## config.mk

```make
export PLATFORM = sky130hd
export DESIGN_NAME = mux_n_pipe_flat
export DESIGN_NICKNAME = d
export VERILOG_FILES = /design/src/rtl/mux_n_pipe_if.sv /design/src/rtl/mux_n_pipe.sv /design/src/flat_wrapper.sv
export SDC_FILE = /design/constraint.sdc
export NUM_CORES = 1
export LEC_CHECK = 0
export CORE_MARGIN = 3
export CORE_UTILIZATION = 35
export DETAILED_ROUTE_END_ITERATION = 12
export GPL_ROUTABILITY_DRIVEN = 0
export GPL_TIMING_DRIVEN = 0
export PLACE_DENSITY = 0.72
export RECOVER_POWER = 25
export SYNTH_ARGS = -nofsm -noshare
export SYNTH_HDL_FRONTEND = slang
export SYNTH_SLANG_ARGS = --single-unit
```

## constraint.sdc

```tcl
create_clock -name clk_i -period 1.7 [get_ports clk_i]
set_clock_uncertainty 0.2 [all_clocks]
set_input_delay 0.34 -clock clk_i [delete_from_list [all_inputs] [get_ports clk_i]]
set_output_delay 0.34 -clock clk_i [all_outputs]
set_load 0.05 [all_outputs]
```

## src/rtl/mux_n_pipe_if.sv

```systemverilog
// mux_n_pipe_if: handshake and data bundle for the N-way registered select stage.
// Latency: n/a (wires only).
// Backpressure: ready_o/ready_i carry the upstream and downstream valid/ready handshakes.
// Ports: upstream side data_i/select_i/valid_i/ready_o/flush_i; downstream side
//        data_o/valid_o/ready_i; sticky sel_err_o status.
// The slave modport is the stage's view; master is the environment's view.
interface mux_n_pipe_if #(
  parameter int WIDTH  = 32,
  parameter int NUM_IN = 4
);
  localparam int SEL_W = $clog2(NUM_IN);

  logic [NUM_IN*WIDTH-1:0] data_i;
  logic [SEL_W-1:0]        select_i;
  logic                    valid_i;
  logic                    ready_o;
  logic                    flush_i;
  logic [WIDTH-1:0]        data_o;
  logic                    valid_o;
  logic                    ready_i;
  logic                    sel_err_o;

  modport slave (
    input  data_i, select_i, valid_i, flush_i, ready_i,
    output ready_o, data_o, valid_o, sel_err_o
  );

  modport master (
    output data_i, select_i, valid_i, flush_i, ready_i,
    input  ready_o, data_o, valid_o, sel_err_o
  );
endinterface

```

## src/rtl/mux_n_pipe.sv

```systemverilog
// mux_n_pipe: N-way operand select feeding a two-entry (output + skid) register stage.
// Latency: one cycle from accepted word to data_o/valid_o; no combinational data path.
// Backpressure: ready_o = !skid_valid (registered only); a stalled output parks one word in the skid.
// Ports: clk_i rising-edge clock; rst_i async active-low reset; bus (mux_n_pipe_if.slave)
//        carries data_i/select_i/valid_i/ready_o/flush_i upstream and data_o/valid_o/ready_i downstream.
// Optional: define MUXN_SEL_CHECK_EN to build the sticky out-of-range select flag on sel_err_o.
module mux_n_pipe #(
  parameter int WIDTH  = 32,
  parameter int NUM_IN = 4
) (
  input  logic          clk_i,
  input  logic          rst_i,
  mux_n_pipe_if.slave   bus
);
  localparam int SEL_W = $clog2(NUM_IN);

  // State code is {skid_valid, valid_o}; 2'b10 is unreachable.
  typedef enum logic [1:0] {
    EMPTY = 2'b00,
    ONE   = 2'b01,
    FULL  = 2'b11
  } state_t;

  state_t           state_q, state_d;
  logic [WIDTH-1:0] data_q;
  logic [WIDTH-1:0] skid_q;
  logic [WIDTH-1:0] sel_word;
  logic             skid_valid;
  logic             accept;
  logic             send;
  logic             load_out_sel;   // data_o <= selected input word
  logic             load_out_skid;  // data_o <= skid word
  logic             load_skid;      // skid <= selected input word

  assign skid_valid  = state_q[1];
  assign bus.valid_o = state_q[0];
  assign bus.ready_o = ~skid_valid;
  assign bus.data_o  = data_q;

  assign accept = bus.valid_i & ~skid_valid;
  assign send   = state_q[0] & bus.ready_i;

  // Select mux; indices with no matching input fall through to zero.
  always_comb begin
    sel_word = '0;
    for (int k = 0; k < NUM_IN; k++) begin
      if (bus.select_i == SEL_W'(k)) begin
        sel_word = bus.data_i[k*WIDTH +: WIDTH];
      end
    end
  end

  always_ff @(posedge clk_i or negedge rst_i) begin
    if (!rst_i) begin
      state_q <= EMPTY;
    end else begin
      state_q <= state_d;
    end
  end

  // Flush wins over accept and send; data registers are left untouched by it.
  always_comb begin
    state_d       = state_q;
    load_out_sel  = 1'b0;
    load_out_skid = 1'b0;
    load_skid     = 1'b0;
    if (bus.flush_i) begin
      state_d = EMPTY;
    end else begin
      case (state_q)
        EMPTY: begin
          if (accept) begin
            state_d      = ONE;
            load_out_sel = 1'b1;
          end
        end
        ONE: begin
          if (accept && send) begin
            load_out_sel = 1'b1;
          end else if (accept) begin
            state_d   = FULL;
            load_skid = 1'b1;
          end else if (send) begin
            state_d = EMPTY;
          end
        end
        FULL: begin
          if (send) begin
            state_d       = ONE;
            load_out_skid = 1'b1;
          end
        end
        default: state_d = EMPTY;
      endcase
    end
  end

  always_ff @(posedge clk_i or negedge rst_i) begin
    if (!rst_i) begin
      data_q <= '0;
      skid_q <= '0;
    end else begin
      if (load_out_sel) begin
        data_q <= sel_word;
      end else if (load_out_skid) begin
        data_q <= skid_q;
      end
      if (load_skid) begin
        skid_q <= sel_word;
      end
    end
  end

`ifdef MUXN_SEL_CHECK_EN
  // Sticky until reset; flush deliberately does not clear it.
  logic sel_err_q;
  logic sel_oor;

  assign sel_oor = ({1'b0, bus.select_i} >= (SEL_W+1)'(NUM_IN));

  always_ff @(posedge clk_i or negedge rst_i) begin
    if (!rst_i) begin
      sel_err_q <= 1'b0;
    end else if (accept && sel_oor) begin
      sel_err_q <= 1'b1;
    end
  end

  assign bus.sel_err_o = sel_err_q;
`else
  assign bus.sel_err_o = 1'b0;
`endif

endmodule

```

## src/flat_wrapper.sv

```systemverilog
// flat-port wrapper written by rule: the top's interface ports become plain ports
module mux_n_pipe_flat 
#(
  parameter int WIDTH  = 32,
  parameter int NUM_IN = 4
)
  (clk_i, rst_i, bus_data_i, bus_select_i, bus_valid_i, bus_flush_i, bus_ready_i, bus_ready_o, bus_data_o, bus_valid_o, bus_sel_err_o);
  mux_n_pipe_if #(.WIDTH(WIDTH), .NUM_IN(NUM_IN)) bus_i ();
  input  logic clk_i;
  input  logic rst_i;
  input wire logic [$bits(bus_i.data_i)-1:0] bus_data_i;
  input wire logic [$bits(bus_i.select_i)-1:0] bus_select_i;
  input wire logic [$bits(bus_i.valid_i)-1:0] bus_valid_i;
  input wire logic [$bits(bus_i.flush_i)-1:0] bus_flush_i;
  input wire logic [$bits(bus_i.ready_i)-1:0] bus_ready_i;
  output wire logic [$bits(bus_i.ready_o)-1:0] bus_ready_o;
  output wire logic [$bits(bus_i.data_o)-1:0] bus_data_o;
  output wire logic [$bits(bus_i.valid_o)-1:0] bus_valid_o;
  output wire logic [$bits(bus_i.sel_err_o)-1:0] bus_sel_err_o;
  assign bus_i.data_i = bus_data_i;
  assign bus_i.select_i = bus_select_i;
  assign bus_i.valid_i = bus_valid_i;
  assign bus_i.flush_i = bus_flush_i;
  assign bus_i.ready_i = bus_ready_i;
  assign bus_ready_o = bus_i.ready_o;
  assign bus_data_o = bus_i.data_o;
  assign bus_valid_o = bus_i.valid_o;
  assign bus_sel_err_o = bus_i.sel_err_o;
  mux_n_pipe #(.WIDTH(WIDTH), .NUM_IN(NUM_IN)) u_core (.clk_i(clk_i), .rst_i(rst_i), .bus(bus_i));
endmodule
```

==> flow_summary.toml, run 1 <==
[logic_synthesis]
synth_top_area_share = 0.449
syn_inst = 276
ys_warn_count = 0
synth_area_leaders = "dfrtp_1, mux4_2, mux2_2"
yosys.cell_types.count = 29
ys_seq_area_frac = 0.449
netlist_area_um2 = 3680
synth_area_per_cell_um2 = 13.3
ys_ff_latch = 66
syn-num-nets = 415
synth_top_area_cell = "dfrtp_1"

[finish]
final_common_cell = "clkdlybuf4s50_1"
multi_input_area_um2 = 1970
ff_latch_area_um2 = 1660
final_cell_mix = "clkdlybuf4s50_1, dfrtp_1, nand2_1, o21ai_1"
antenna_cells = 0
synthToLayoutAreaGrowth_pct = 70.0
layout-drive-gt1-share = 0.347
n_fill_cell = 800
fin_cells = 609
fin_nets = 610

[sta]
relSlewSlack = 0.389
timing.final.ws_setup_ns = -0.216
rsz0062_at_grt = "true"
hold_viol_final = 0
max_freq_ghz = 0.522
report.final.slew_viol_count = 0
timing.hold.ws_ns = 0.303
fin_crit_sh = 1.13
finalSetupViolCount = 65
period_needed_ns = 1.92
worstMarginPinSlew_ns = 0.917

[power_and_ir_drop]
p_leak_nw = 2.72
power.density_nw_per_um2 = 1350
peakVddDrop_v = 0.000581

[critical_path]
end_kind = "flip-flop"
startpoint_type = "flip-flop"
crit_arrival_ns = 1.94
crit_required_ns = 1.73
path_class = "reg -> reg"
crit_fanout = 8

[clock_network]
cts_tree = "yes"
clkLatencyLatePin_ns = 0.34
cts-root-buf = "clkbuf_8"
cts_sinks = 66
clkTransAtPathRegs_ns = 0.08
cts_buffers = 9
cts_max_path_buffers = 2
ctsHtreeMaxLevel = 3

[floorplan]
die_area_um2 = 11800
initial_utilization = 0.368
ios = 170
die_x_um = 109
coreArea_um2 = 10000
die_y_um = 109
rows = 36

[drt]
routedWlPerCell_um = 17.4
drc = 0
vias = 3063
dr.pass1.iters = 6
drt_iter0_drc = 113
routed_wl_um = 10600
ant_nets = 0
viasPerCell = 5.03

[global_routing]
grt_max_degree = 67
grt_usage = 0.185
grt_pass1_vias = 3282
grt_antenna_before_repair = 0
grt_pass1_wl_um = 16700
gr-total-overflow = 0

[placement]
dpl.hpwl_um = 7790
dp_slack_ns = -0.881
place_inst = 576
io_buffer_count = 167

[job]
maxCapViolCount = 0

[worst_hold_path]
min_path_type = "in -> reg"

[run_status]
outcome = "finished, violations left"
violations = "negative setup slack"
-- synthesized netlist by cell type --
cell       n
a21oi_1    1
inv_1      3
nand3_1    2
ha_1       4
nand3b_1   2
mux4_2    29
mux4_1     3
nor3_2     1
o21ai_1   11
o211ai_1   1
a31oi_1    1
buf_1      3
a221oi_1   2
clkbuf_1   2
mux2_2    31
buf_6      7
buf_4      1
dfrtp_1   66
nand2b_1   1
conb_1     1
or3_1      1
o21ai_0   23
buf_2      9
nor2_1     2
mux2i_1   32
a211oi_1   1
nand2_2    1
mux2_1     1
nand2_1   34
-- final timing paths --
| kind | start | to | slack, ns | cells after the start |
|---|---|---|---|---|
| min | bus_select_i[0] | u_core.bus.data_o[31]$_DFFE_PN0P_ | 0.30 | 4 |
| max | u_core.state_q[0]$_DFFE_PN0P_ | u_core.bus.data_o[1]$_DFFE_PN0P_ | -0.22 | 7 |
| min reg2reg | u_core.skid_q[3]$_DFFE_PN0P_ | u_core.skid_q[3]$_DFFE_PN0P_ | 0.31 | 1 |
| max in group asynchronous | rst_i | u_core.state_q[0]$_DFFE_PN0P_ | 0.18 | 2 |
| min in group asynchronous | rst_i | u_core.state_q[1]$_DFFE_PN0P_ | 0.46 | 2 |
| max reg2reg | u_core.state_q[0]$_DFFE_PN0P_ | u_core.bus.data_o[1]$_DFFE_PN0P_ | -0.22 | 7 |
-- where the power goes --
| part | total (mW) | switching [mW] | leakage, nW | internal (mW) |
|---|---|---|---|---|
| combinational | 4.19 | 2.37 | 1.79 | 1.83 |
| clock | 1.51 | 0.602 | 0.117 | 0.907 |
| sequential | 2.74 | 0.409 | 0.809 | 2.33 |
-- critical path, cell delays in order, from the launching register on --
cell,delay [ns]
dfrtp_4,0.46
ha_4,0.15
inv_2,0.04
or3_4,0.39
buf_12,0.17
clkbuf_16,0.16
mux2i_1,0.15
o21ai_1,0.08
-- stage by stage --
stage	power (mW)	TNS [ns]	instance area (um^2)	util
final	8.44	-10.54	6260	0.626
after global routing	8.91	-15.00	6260	0.626
after CTS	8.46	-10.21	6190	0.619
after detailed placement	6.75	-48.42	5590	0.559
after global placement	6.63	-184.22	5590	0.559
after floorplan	5.26	-18.16	3760	-
-- registers in the layout (all words and copies together), names as in the netlist --
register and cells:
u_core.bus.data_o 32, u_core.skid_q 32, u_core.state_q 2
-- cell families after synthesis --
group,share of synthesized area
mux,0.384
other cells,0.00102
buf+inv,0.0438
flops,0.449
simple gates,0.0513
compound gates,0.0581
fa+ha+maj,0.0136
-- cell type report --
type	count	area share
timing repair buffer	184	0.309
multi-input combinational	185	0.315
inverter	3	0.00240
clock inverter	4	0.0118
clock buffer	12	0.0248
buffer	22	0.0466
sequential	66	0.265
tap	133	0.0266
-- metal layers --
| metal | vias to the layer above | part of all wire | track usage |
|---|---|---|---|
| met3 | 9 | 0.082 | 0.0549 |
| met2 | 119 | 0.52 | 0.333 |
| li1 | 1425 | - | - |
| met1 | 1510 | 0.39 | 0.214 |
| met4 | 0 | 0.0096 | 0.0460 |
| met5 | - | 0 | 0 |
-- what timing repair did --
action                                  in CTS  in global routing
endpoints found under the hold margin       66                  0
hold buffers                                 1                  0
endpoints found under the setup margin      98                 66
gates resized for setup                    169                  8
pin swaps                                    8                  6
cloned                                       2                  2
buffers inserted                            10                  2
No activity file was read; power rests on OpenSTA's default activity.
==> run 2: changes to the inputs <==
--- a/config.mk
+++ b/config.mk
@@ -10,6 +10,7 @@
 export DETAILED_ROUTE_END_ITERATION = 12
 export GPL_ROUTABILITY_DRIVEN = 0
 export GPL_TIMING_DRIVEN = 0
+export HOLD_SLACK_MARGIN = 0.06
 export PLACE_DENSITY = 0.72
 export RECOVER_POWER = 25
 export SYNTH_ARGS = -nofsm -noshare
==> results of run 2 <==
No change in the layout: final DEF, timing and power equal those of run 1.
